$ cat src/rtl/datapath_controller_pkg.sv
// Shared definitions for the general datapath controller: opcodes, A-source
// selects and the 4-bit state encodings (also imported by the datapath bench).
package datapath_controller_pkg;

   localparam logic [2:0] OP_LOAD  = 3'b000;
   localparam logic [2:0] OP_STORE = 3'b001;
   localparam logic [2:0] OP_ADD   = 3'b010;
   localparam logic [2:0] OP_SUB   = 3'b011;
   localparam logic [2:0] OP_INPUT = 3'b100;
   localparam logic [2:0] OP_JZ    = 3'b101;
   localparam logic [2:0] OP_JPOS  = 3'b110;
   localparam logic [2:0] OP_HALT  = 3'b111;

   localparam logic [1:0] ASEL_ALU = 2'b00;
   localparam logic [1:0] ASEL_IN  = 2'b01;
   localparam logic [1:0] ASEL_RAM = 2'b10;

   typedef enum logic [3:0] {
      S_START   = 4'd0,
      S_FETCH   = 4'd1,
      S_DECODE  = 4'd2,
      S_LOAD    = 4'd3,
      S_STORE   = 4'd4,
      S_ADD     = 4'd5,
      S_SUB     = 4'd6,
      S_INPUT   = 4'd7,
      S_RELEASE = 4'd8,
      S_JZ      = 4'd9,
      S_JPOS    = 4'd10,
      S_HALT    = 4'd11
   } state_t;

endpackage

$ cat src/rtl/datapath_controller.sv
// Fetch/decode/execute sequencer for the 8-bit general datapath. Moore outputs
// from the state register, plus Mealy terms on Enter, Aeq0 and Apos.
module datapath_controller
   import datapath_controller_pkg::*;
#(
   parameter bit INPUT_RELEASE = 1'b1
) (
   input  logic       Clock,
   input  logic       Reset,
   input  logic [2:0] IR,
   input  logic       Aeq0,
   input  logic       Apos,
   input  logic       Enter,
   output logic       PCload,
   output logic       JMPmux,
   output logic       IRload,
   output logic       Meminst,
   output logic       MemWr,
   output logic [1:0] Asel,
   output logic       Aload,
   output logic       Sub,
   output logic       Halt,
   output logic [3:0] State
);

   state_t state;
   state_t next_state;

   always_ff @(posedge Clock) begin
      if (Reset) state <= S_START;
      else       state <= next_state;
   end

   assign State = state;

   always_comb begin
      next_state = state;
      PCload     = 1'b0;
      JMPmux     = 1'b0;
      IRload     = 1'b0;
      Meminst    = 1'b0;
      MemWr      = 1'b0;
      Asel       = ASEL_ALU;
      Aload      = 1'b0;
      Sub        = 1'b0;
      Halt       = 1'b0;

      case (state)
         S_START: next_state = S_FETCH;

         // IR <= RAM[PC] and PC <= PC+1 on the same edge
         S_FETCH: begin
            IRload     = 1'b1;
            Meminst    = 1'b1;
            PCload     = 1'b1;
            next_state = S_DECODE;
         end

         S_DECODE: begin
            case (IR)
               OP_LOAD:  next_state = S_LOAD;
               OP_STORE: next_state = S_STORE;
               OP_ADD:   next_state = S_ADD;
               OP_SUB:   next_state = S_SUB;
               OP_INPUT: next_state = S_INPUT;
               OP_JZ:    next_state = S_JZ;
               OP_JPOS:  next_state = S_JPOS;
               default:  next_state = S_HALT;
            endcase
         end

         S_LOAD: begin
            Asel       = ASEL_RAM;
            Aload      = 1'b1;
            next_state = S_FETCH;
         end

         S_STORE: begin
            MemWr      = 1'b1;
            next_state = S_FETCH;
         end

         S_ADD: begin
            Aload      = 1'b1;
            next_state = S_FETCH;
         end

         S_SUB: begin
            Sub        = 1'b1;
            Aload      = 1'b1;
            next_state = S_FETCH;
         end

         // RELEASE keeps a held key from being taken as a second entry
         S_INPUT: begin
            if (Enter) begin
               Asel       = ASEL_IN;
               Aload      = 1'b1;
               next_state = INPUT_RELEASE ? S_RELEASE : S_FETCH;
            end
         end

         S_RELEASE: begin
            if (!Enter) next_state = S_FETCH;
         end

         S_JZ: begin
            if (Aeq0) begin
               PCload = 1'b1;
               JMPmux = 1'b1;
            end
            next_state = S_FETCH;
         end

         S_JPOS: begin
            if (Apos) begin
               PCload = 1'b1;
               JMPmux = 1'b1;
            end
            next_state = S_FETCH;
         end

         S_HALT: Halt = 1'b1;

         default: next_state = S_START;
      endcase
   end

endmodule

$ cat config.mk
export PLATFORM = sky130hd
export DESIGN_NAME = datapath_controller
export DESIGN_NICKNAME = d
export VERILOG_FILES = /design/src/rtl/datapath_controller_pkg.sv /design/src/rtl/datapath_controller.sv
export SDC_FILE = /design/constraint.sdc
export NUM_CORES = 1
export LEC_CHECK = 0
export CAP_MARGIN = 20
export CORE_MARGIN = 2
export CORE_UTILIZATION = 30
export DETAILED_ROUTE_END_ITERATION = 7
export PLACE_DENSITY = 0.75
export SLEW_MARGIN = 25
export SYNTH_ARGS = -nofsm -noshare
export SYNTH_HDL_FRONTEND = slang
export SYNTH_SLANG_ARGS = --single-unit
$ cat constraint.sdc
create_clock -name Clock -period 2.7 [get_ports Clock]
set_clock_uncertainty 0.05 [all_clocks]
set_input_delay 0.27 -clock Clock [delete_from_list [all_inputs] [get_ports Clock]]
set_output_delay 0.27 -clock Clock [all_outputs]
set_load 0.01 [all_outputs]
==> impl_metrics.env, run 1 <==
export IMPL_worst_pin_slew_ns=0.477
export IMPL_h_tree_depth=1
export IMPL_yosys_warnings=0
export IMPL_synth_seq_cells=4
export IMPL_fin_nets=89
export IMPL_overflow=0
export IMPL_hp_class="in2reg"
export IMPL_ios=22
export IMPL_required_ns=2.38
export IMPL_cts_resized=0
export IMPL_synth_edf_count=0
export IMPL_yosys_cell_types_count=30
export IMPL_drcViolationCount=0
export IMPL_slew_violations=0
export IMPL_largest_register_ffs=4
export IMPL_die_w_um=42.2
export IMPL_avgSynthCellArea_um2=7.30
export IMPL_grt_max_degree=17
export IMPL_initial_core_util_pct=32.8
export IMPL_cts_buffer_depth=2
export IMPL_vdd_ir_drop_max_v=0.000239
export IMPL_coreArea_mm2=0.00133
export IMPL_fin_crit_ns=2.41
export IMPL_crit_slowest_cell="dfxtp_1"
export IMPL_path_delay_family="simple AND/OR/NAND/NOR gates"
export IMPL_dp_hpwl_um=781
export IMPL_cp_max_fo=16
export IMPL_synth_top_cell_area_share_pct=18.3
export IMPL_yosys_area_top_type="dfxtp_1"
export IMPL_clkSinkCount=4
export IMPL_first_iter_violations=19
export IMPL_synthArstFlopShare_pct=0
export IMPL_placed_cells=91
export IMPL_synth_seq_area_share_pct=18.3
export IMPL_synth_area_um2=438
export IMPL_antenna_found_initial=0
export IMPL_final_layout_size_suffix_gt1_share_pct=7.59
export IMPL_cts_root_buf="clkbuf_4"
export IMPL_drt_wl_total_mm=1.01
export IMPL_rsz0062_at_grt="no"
export IMPL_yosysMostFrequentCell="o21ai_0"
export IMPL_powerDensity_mw_per_mm2=450
export IMPL_rows=13
export IMPL_fin_setup_tns_ns=0
export IMPL_areaGrowthSynthToFinish_pct=49.7
export IMPL_grt_pass1_wl_mm=1.65
export IMPL_finalNonFillerCells=94
export IMPL_p_total_uw=295
export IMPL_gp_congestion=0.753
export IMPL_cts_hold_buf=0
export IMPL_io_buffers=21
export IMPL_wl_per_cell_um=10.8
export IMPL_antenna_left=0
export IMPL_first_pass_iters=4
export IMPL_p_leak_uw=0.000230
export IMPL_cp_num_buf_inv=2
export IMPL_clkLatencyLatePin_ns=0.23
export IMPL_synth_ff_type="dfxtp_1"
export IMPL_first_global_vias=406
export IMPL_die_h_um=42.2
export IMPL_dieArea_mm2=0.00178
export IMPL_track_usage_pct=11.5
export IMPL_cts_setup_buffers=0
export IMPL_cp_end_kind="primary output"
export IMPL_clk_pin_slew_worst_paths_ns=0.04
export IMPL_tritoncts="yes"
export IMPL_final_util_pct=49.2
export IMPL_n_antenna_cell=0
export IMPL_hold_viol=0
export IMPL_finalSetupViolCount=0
export IMPL_timing_slew_headroom_pct=68.2
export IMPL_synthTopCellsByCount="o21ai_0 (6), dfxtp_1 (4), nand3_1 (4), nor3b_1 (4)"
export IMPL_fmax_mhz=416
export IMPL_avgViaCountPerCell=5.00
export IMPL_drv_cap=0
export IMPL_cp_start_kind="flip-flop"
export IMPL_synth_top_cells_by_area="dfxtp_1 (18%), o21ai_0 (6.9%), nor3b_1 (6.9%)"
export IMPL_run_status="finished clean"
export IMPL_path_cells="or4b_1 -> inv_1 -> or2_1 -> clkdlybuf4s50_1"
export IMPL_syn_nets=68
export IMPL_period_share_pct=89.1
export IMPL_cp_slowest_stage_delay_ns=0.60
export IMPL_cp_data_arrival_time_ns=2.09
export IMPL_path_class="reg2out"
export IMPL_vias=470
export IMPL_syn_inst=60
export IMPL_cts_buffers=3
==> report_power, final <==
part / switching, uW / internal, uW
combinational: 51.0 / 77.0
sequential: 27.1 / 67.3
clock: 23.1 / 49.6
==> final timing paths <==
kind / startpoint / end / slack [ns] / cells past startpoint
max: State[0]$_SDFFE_PP0P_ / PCload / 0.29 / 4
min: Reset / State[3]$_SDFFE_PP0P_ / 0.60 / 2
max reg2reg: State[0]$_SDFFE_PP0P_ / State[0]$_SDFFE_PP0P_ / 1.20 / 3
min reg2reg: State[1]$_SDFFE_PP0P_ / State[0]$_SDFFE_PP0P_ / 0.74 / 4
==> layout make-up <==
cell class	instances	area (um2)
flip-flops and latches	4	80.1
repair buffers	21	210
fillers	140	678
multi-input cells	48	313
inverters	3	11.3
well taps	15	18.8
clock buffers	3	22.5
==> worst reg2reg max path: cells and delay by family (launching register included) <==
kind | cells | cell delay [ns]
flops | 1 | 0.60
compound gates | 1 | 0.08
simple gates | 2 | 0.64
==> per-stage QoR <==
step / area (um2) / worst slack, ns / hold slack, ns
after floorplan: 438 / 1.14 / 0.289
after global placement: 633 / 0.565 / 0.738
after detailed placement: 633 / 0.527 / 0.755
after CTS: 656 / 0.271 / 0.595
after global routing: 656 / 0.145 / 0.622
final: 656 / 0.294 / 0.604
==> routing by layer <==
metal / vias to the layer above / global-route usage, % / share of wire, %
met2: 17 / 18.8 / 47
li1: 257 / - / -
met1: 196 / 14.6 / 47
met5: - / 0 / 0
met4: 0 / 1.88 / 0
met3: 0 / 4.31 / 6.4
==> cell usage in the layout, fill, tap and decap left out, drive strengths merged, types with 2 or more instances in the layout <==
| master | count |
|---|---|
| a21oi | 3 |
| a31oi | 2 |
| and2 | 2 |
| clkbuf | 3 |
| clkdlybuf4s50 | 21 |
| dfxtp | 4 |
| inv | 3 |
| nand2 | 2 |
| nand2b | 3 |
| nand3 | 4 |
| nand3b | 3 |
| nor2 | 2 |
| nor2b | 3 |
| nor3 | 3 |
| nor3b | 4 |
| o21ai | 7 |
==> cells by family after synthesis <==
kind of cell | after synthesis | share of synthesized area, %
AOI/OAI and AO/OA | 15 | 21.4
buffers and inverters | 8 | 10.3
DFF | 4 | 18.3
and+or+nand+nor | 33 | 50.0
Note: power is estimated with default switching activity, not from simulation.
==> inputs of run 2 (changes only) <==
--- a/config.mk
+++ b/config.mk
@@ -11,4 +11,5 @@
 export DETAILED_ROUTE_END_ITERATION = 7
 export PLACE_DENSITY = 0.75
+export REMOVE_ABC_BUFFERS = 1
 export SLEW_MARGIN = 25
 export SYNTH_ARGS = -nofsm -noshare
==> constraint.sdc (replaced) <==
create_clock -name Clock -period 2.7 [get_ports Clock]
set_clock_uncertainty 0.05 [all_clocks]
set_input_delay 0.405 -clock Clock [delete_from_list [all_inputs] [get_ports Clock]]
set_output_delay 0.405 -clock Clock [all_outputs]
set_load 0.01 [all_outputs]
==> run 2 against run 1 <==
  * Utilization rose by 0.56 points
  * Clock-buffer cell count did not move
  * Worst hold slack improved by 0.054 ns
  * Routed wire length rose by 4.8%
  * Largest power group unchanged
  * Sequential share of layout area fell by 0.14 points
  * Critical endpoint unchanged
  * Critical path type unchanged
==> impl_metrics.env, run 2 (synthesized netlist as in run 1, its figures left out) <==
export IMPL_finalSetupViolCount=0
export IMPL_drt_wl_total_mm=1.06
export IMPL_cts_resized=0
export IMPL_largest_register_ffs=4
export IMPL_worst_pin_slew_ns=0.509
export IMPL_cp_start_kind="flip-flop"
export IMPL_clkLatencyLatePin_ns=0.23
export IMPL_timing_rr_end="State[0]$_SDFFE_PP0P_"
export IMPL_first_pass_iters=3
export IMPL_hp_class="reg2reg"
export IMPL_rr_worst_depth=3
export IMPL_path_class="reg2out"
export IMPL_vias=496
export IMPL_rows=13
export IMPL_die_w_um=42.2
export IMPL_finalNonFillerCells=95
export IMPL_n_antenna_cell=0
export IMPL_crit_slowest_cell="or4b_1"
export IMPL_final_cell_mix="clkdlybuf4s50_1 (21), o21ai_0 (6), dfxtp_1 (4), nor3b_1 (4), nand3_1 (4)"
export IMPL_run_status="finished clean"
export IMPL_track_usage_pct=13.0
export IMPL_first_global_vias=458
export IMPL_cp_data_arrival_time_ns=2.03
export IMPL_min_to="State[1]$_SDFFE_PP0P_"
export IMPL_clk_pin_slew_worst_paths_ns=0.04
export IMPL_final_layout_size_suffix_gt1_share_pct=8.75
export IMPL_first_iter_violations=5
export IMPL_fin_nets=90
export IMPL_fin_setup_tns_ns=0
export IMPL_fin_crit_ns=2.48
export IMPL_rsz0062_at_grt="no"
export IMPL_min_path_cells=2
export IMPL_cp_slowest_stage_delay_ns=0.63
export IMPL_cts_root_buf="clkbuf_4"
export IMPL_hold_viol=0
export IMPL_period_share_pct=92.0
export IMPL_antenna_found_initial=0
export IMPL_ios=22
export IMPL_p_leak_uw=0.000235
export IMPL_tritoncts="yes"
export IMPL_wl_per_cell_um=11.2
export IMPL_path_cells="or4b_1 -> inv_1 -> or2_1 -> clkdlybuf4s50_1"
export IMPL_dp_hpwl_um=745
export IMPL_grt_pass1_wl_mm=1.81
export IMPL_final_util_pct=49.7
export IMPL_areaGrowthSynthToFinish_pct=51.4
export IMPL_cts_setup_buffers=0
export IMPL_io_buffers=21
export IMPL_h_tree_depth=1
export IMPL_initial_core_util_pct=32.8
export IMPL_hold_path_startpoint="State[0]$_SDFFE_PP0P_"
export IMPL_multi_input_area_um2=313
export IMPL_cp_num_buf_inv=2
export IMPL_cts_hold_buf=0
export IMPL_overflow=0
export IMPL_cp_end_kind="primary output"
export IMPL_clkSinkCount=4
export IMPL_rrSetupSlack_ns=1.28
export IMPL_num_fill_cells=160
export IMPL_cp_max_fo=12
export IMPL_drcViolationCount=0
export IMPL_timing_slew_headroom_pct=66.0
export IMPL_grt_max_degree=17
export IMPL_seq_area_um2=80.1
export IMPL_final_common_cell="clkdlybuf4s50_1"
export IMPL_fmax_mhz=403
export IMPL_coreArea_mm2=0.00133
export IMPL_dieArea_mm2=0.00178
export IMPL_placed_cells=92
export IMPL_cts_buffer_depth=2
export IMPL_required_ns=2.25
export IMPL_powerDensity_mw_per_mm2=457
export IMPL_die_h_um=42.2
export IMPL_path_delay_family="simple AND/OR/NAND/NOR gates"
export IMPL_antenna_left=0
export IMPL_avgViaCountPerCell=5.22
export IMPL_gp_congestion=0.764
export IMPL_crit_cells=4
export IMPL_r2r_start="State[1]$_SDFFE_PP0P_"
export IMPL_slew_violations=0
export IMPL_drv_cap=0
export IMPL_cts_buffers=3
export IMPL_vdd_ir_drop_max_v=0.000161
run 2: cell type report:
| cell class | count | area share, % |
|---|---|---|
| clock buffers | 3 | 3.40 |
| inverters | 3 | 1.70 |
| multi-input cells | 48 | 47.2 |
| flip-flops and latches | 4 | 12.1 |
| well taps | 15 | 2.83 |
| repair buffers | 22 | 32.8 |
run 2: through the flow:
stage | hold WS (ns) | power (uW) | area (um2) | setup WS, ns
after floorplan | 0.424 | 153 | 404 | 0.808
after global placement | 0.620 | 228 | 641 | 0.438
after detailed placement | 0.610 | 229 | 641 | 0.421
after CTS | 0.652 | 306 | 663 | 0.213
after global routing | 0.690 | 325 | 663 | 0.108
final | 0.658 | 303 | 663 | 0.217
run 2: metal layers:
layer / track usage (%) / share of wire, % / vias to the layer above
met5: 0 / 0 / -
met4: 11.3 / 0 / 0
met3: 0.862 / 4.9 / 0
met2: 20.9 / 49 / 16
met1: 15.4 / 46 / 222
li1: - / - / 258
run 2: worst max-delay path by stage:
stage	startpoint	to	slack (ns)
after floorplan	State[0]$_SDFFE_PP0P_	PCload	0.81
after global placement	Enter	Aload	0.44
after detailed placement	Enter	Aload	0.42
after CTS	State[1]$_SDFFE_PP0P_	PCload	0.21
after global routing	State[3]$_SDFFE_PP0P_	PCload	0.11
final	State[1]$_SDFFE_PP0P_	PCload	0.22
run 2: tightest hold or removal path: cells and delay by family (launching register included):
family,cells,cell delay [ns]
flops,1,0.33
compound gates,1,0.09
simple gates,1,0.22
run 2: report_power, final:
part / total (uW) / leakage (uW) / internal [uW] / switching [uW]
Clock: 73.5 / 0.0000138 / 49.7 / 23.9
Sequential: 86.7 / 0.0000328 / 67.3 / 19.3
Combinational: 143 / 0.000188 / 81.1 / 61.6
==> inputs of run 3 (changes only) <==
==> constraint.sdc (replaced) <==
create_clock -name Clock -period 2.7 [get_ports Clock]
set_clock_uncertainty 0.05 [all_clocks]
set_input_delay 0.54 -clock Clock [delete_from_list [all_inputs] [get_ports Clock]]
set_output_delay 0.54 -clock Clock [all_outputs]
set_load 0.01 [all_outputs]
==> run 3 against run 2 <==
  * Cell area is 3.4% higher
  * Die area is the same
  * Critical path depth did not move
  * Worst hold slack worse by 0.11 ns
  * Non-clock buffer count is 3 higher
  * First-iteration DRC count decreased by 60%
==> impl_metrics.env, run 3 (synthesized netlist as in run 1, its figures left out) <==
export IMPL_run_status="finished clean"
export IMPL_cts_resized=0
export IMPL_rsz0062_at_grt="no"
export IMPL_final_util_pct=51.4
export IMPL_rows=13
export IMPL_cp_end_kind="primary output"
export IMPL_cts_setup_buffers=0
export IMPL_dp_hpwl_um=784
export IMPL_vdd_ir_drop_max_v=0.000152
export IMPL_initial_core_util_pct=32.8
export IMPL_p_leak_uw=0.000251
export IMPL_cpMostUsedCell="clkdlybuf4s50_1"
export IMPL_path_delay_family="buffers and inverters"
export IMPL_clk_pin_slew_worst_paths_ns=0.04
export IMPL_pre_cts_slack_ns=0.153
export IMPL_largest_register_ffs=4
export IMPL_fin_area_um2=686
export IMPL_first_iter_violations=2
export IMPL_cts_buffers=3
export IMPL_final_layout_size_suffix_gt1_share_pct=12.0
export IMPL_antenna_left=0
export IMPL_drt_wl_total_mm=1.06
export IMPL_first_global_vias=464
export IMPL_wl_per_cell_um=10.8
export IMPL_cts_root_buf="clkbuf_4"
export IMPL_drcViolationCount=0
export IMPL_coreArea_mm2=0.00133
export IMPL_fin_nets=93
export IMPL_crit_cells=4
export IMPL_hold_viol=0
export IMPL_rr_worst_depth=5
export IMPL_drv_cap=0
export IMPL_h_tree_depth=1
export IMPL_hp_class="reg2reg"
export IMPL_antenna_found_initial=0
export IMPL_slew_violations=0
export IMPL_grt_max_degree=16
export IMPL_cts_hold_buf=0
export IMPL_min_path_cells=2
export IMPL_crit_slowest_cell="clkdlybuf4s50_1"
export IMPL_io_buffers=21
export IMPL_die_w_um=42.2
export IMPL_fin_crit_ns=2.55
export IMPL_cp_max_fo=4
export IMPL_cp_data_arrival_time_ns=1.96
export IMPL_fin_hold_ws_ns=0.544
export IMPL_powerDensity_mw_per_mm2=448
export IMPL_finalSetupViolCount=0
export IMPL_fmax_mhz=393
export IMPL_clkSinkCount=4
export IMPL_path_cells="clkdlybuf4s50_1 -> nor3b_1 -> nor4_1 -> clkdlybuf4s50_1"
export IMPL_period_share_pct=94.3
export IMPL_die_h_um=42.2
export IMPL_tritoncts="yes"
export IMPL_overflow=0
export IMPL_timing_slew_headroom_pct=79.3
export IMPL_avgViaCountPerCell=5.16
export IMPL_fin_setup_tns_ns=0
export IMPL_cp_start_kind="input pin"
export IMPL_worst_pin_slew_ns=0.308
export IMPL_final_cell_mix="clkdlybuf4s50_1 (21), o21ai_0 (6)"
export IMPL_cp_slowest_stage_delay_ns=0.58
export IMPL_grt_pass1_wl_mm=1.90
export IMPL_post_dp_cell_area_um2=663
export IMPL_gp_congestion=0.783
export IMPL_first_pass_iters=3
export IMPL_dieArea_mm2=0.00178
export IMPL_vias=506
export IMPL_clkLatencyLatePin_ns=0.23
export IMPL_areaGrowthSynthToFinish_pct=56.6
export IMPL_track_usage_pct=13.6
export IMPL_path_class="in2out"
export IMPL_worst_slack_ns=0.154
export IMPL_required_ns=2.11
export IMPL_ios=22
export IMPL_final_common_cell="clkdlybuf4s50_1"
export IMPL_n_antenna_cell=0
export IMPL_cts_buffer_depth=2
export IMPL_cp_num_buf_inv=2
==> run 3: power by group <==
group / switching [uW] / internal [uW]
Combinational: 76.0 / 86.6
Sequential: 4.80 / 67.3
Clock: 23.2 / 49.6
==> run 3: worst register-to-register path, cell delays in order, from the launching register on <==
cell and delay [ns]:
dfxtp_1 0.36, buf_4 0.19, nor2b_1 0.16, nor2b_1 0.15
o21ai_1 0.11, a211oi_1 0.21
==> run 3: final cells by class <==
class / count / area (um2)
fillers: 149 / 648
multi-input cells: 48 / 313
repair buffers: 25 / 240
flip-flops and latches: 4 / 80.1
clock buffers: 3 / 22.5
well taps: 15 / 18.8
inverters: 3 / 11.3
==> run 3: final timing paths <==
path                                       startpoint                    end  slack, ns
worst min-delay path            State[1]$_SDFFE_PP0P_  State[1]$_SDFFE_PP0P_       0.54
worst min register to register  State[1]$_SDFFE_PP0P_  State[1]$_SDFFE_PP0P_       0.54
worst max-delay path                            Enter                  Aload       0.15
worst max register to register  State[2]$_SDFFE_PP0P_  State[2]$_SDFFE_PP0P_       1.39
==> run 3: metal layers <==
| layer | GRT usage (%) | share of wire [%] | up-vias |
|---|---|---|---|
| met5 | 0 | 0 | - |
| met4 | 11.3 | 2.0 | 0 |
| met3 | 0.431 | 6.2 | 2 |
| met2 | 19.7 | 45 | 18 |
| met1 | 18.4 | 46 | 223 |
| li1 | - | - | 263 |
==> run 3: through the flow <==
step           power [uW]  std cells
2_1_floorplan         153         55
3_3_place_gp          234         95
3_5_place_dp          236         95
4_1_cts               312         98
5_1_grt               331         98
6_report              307         98
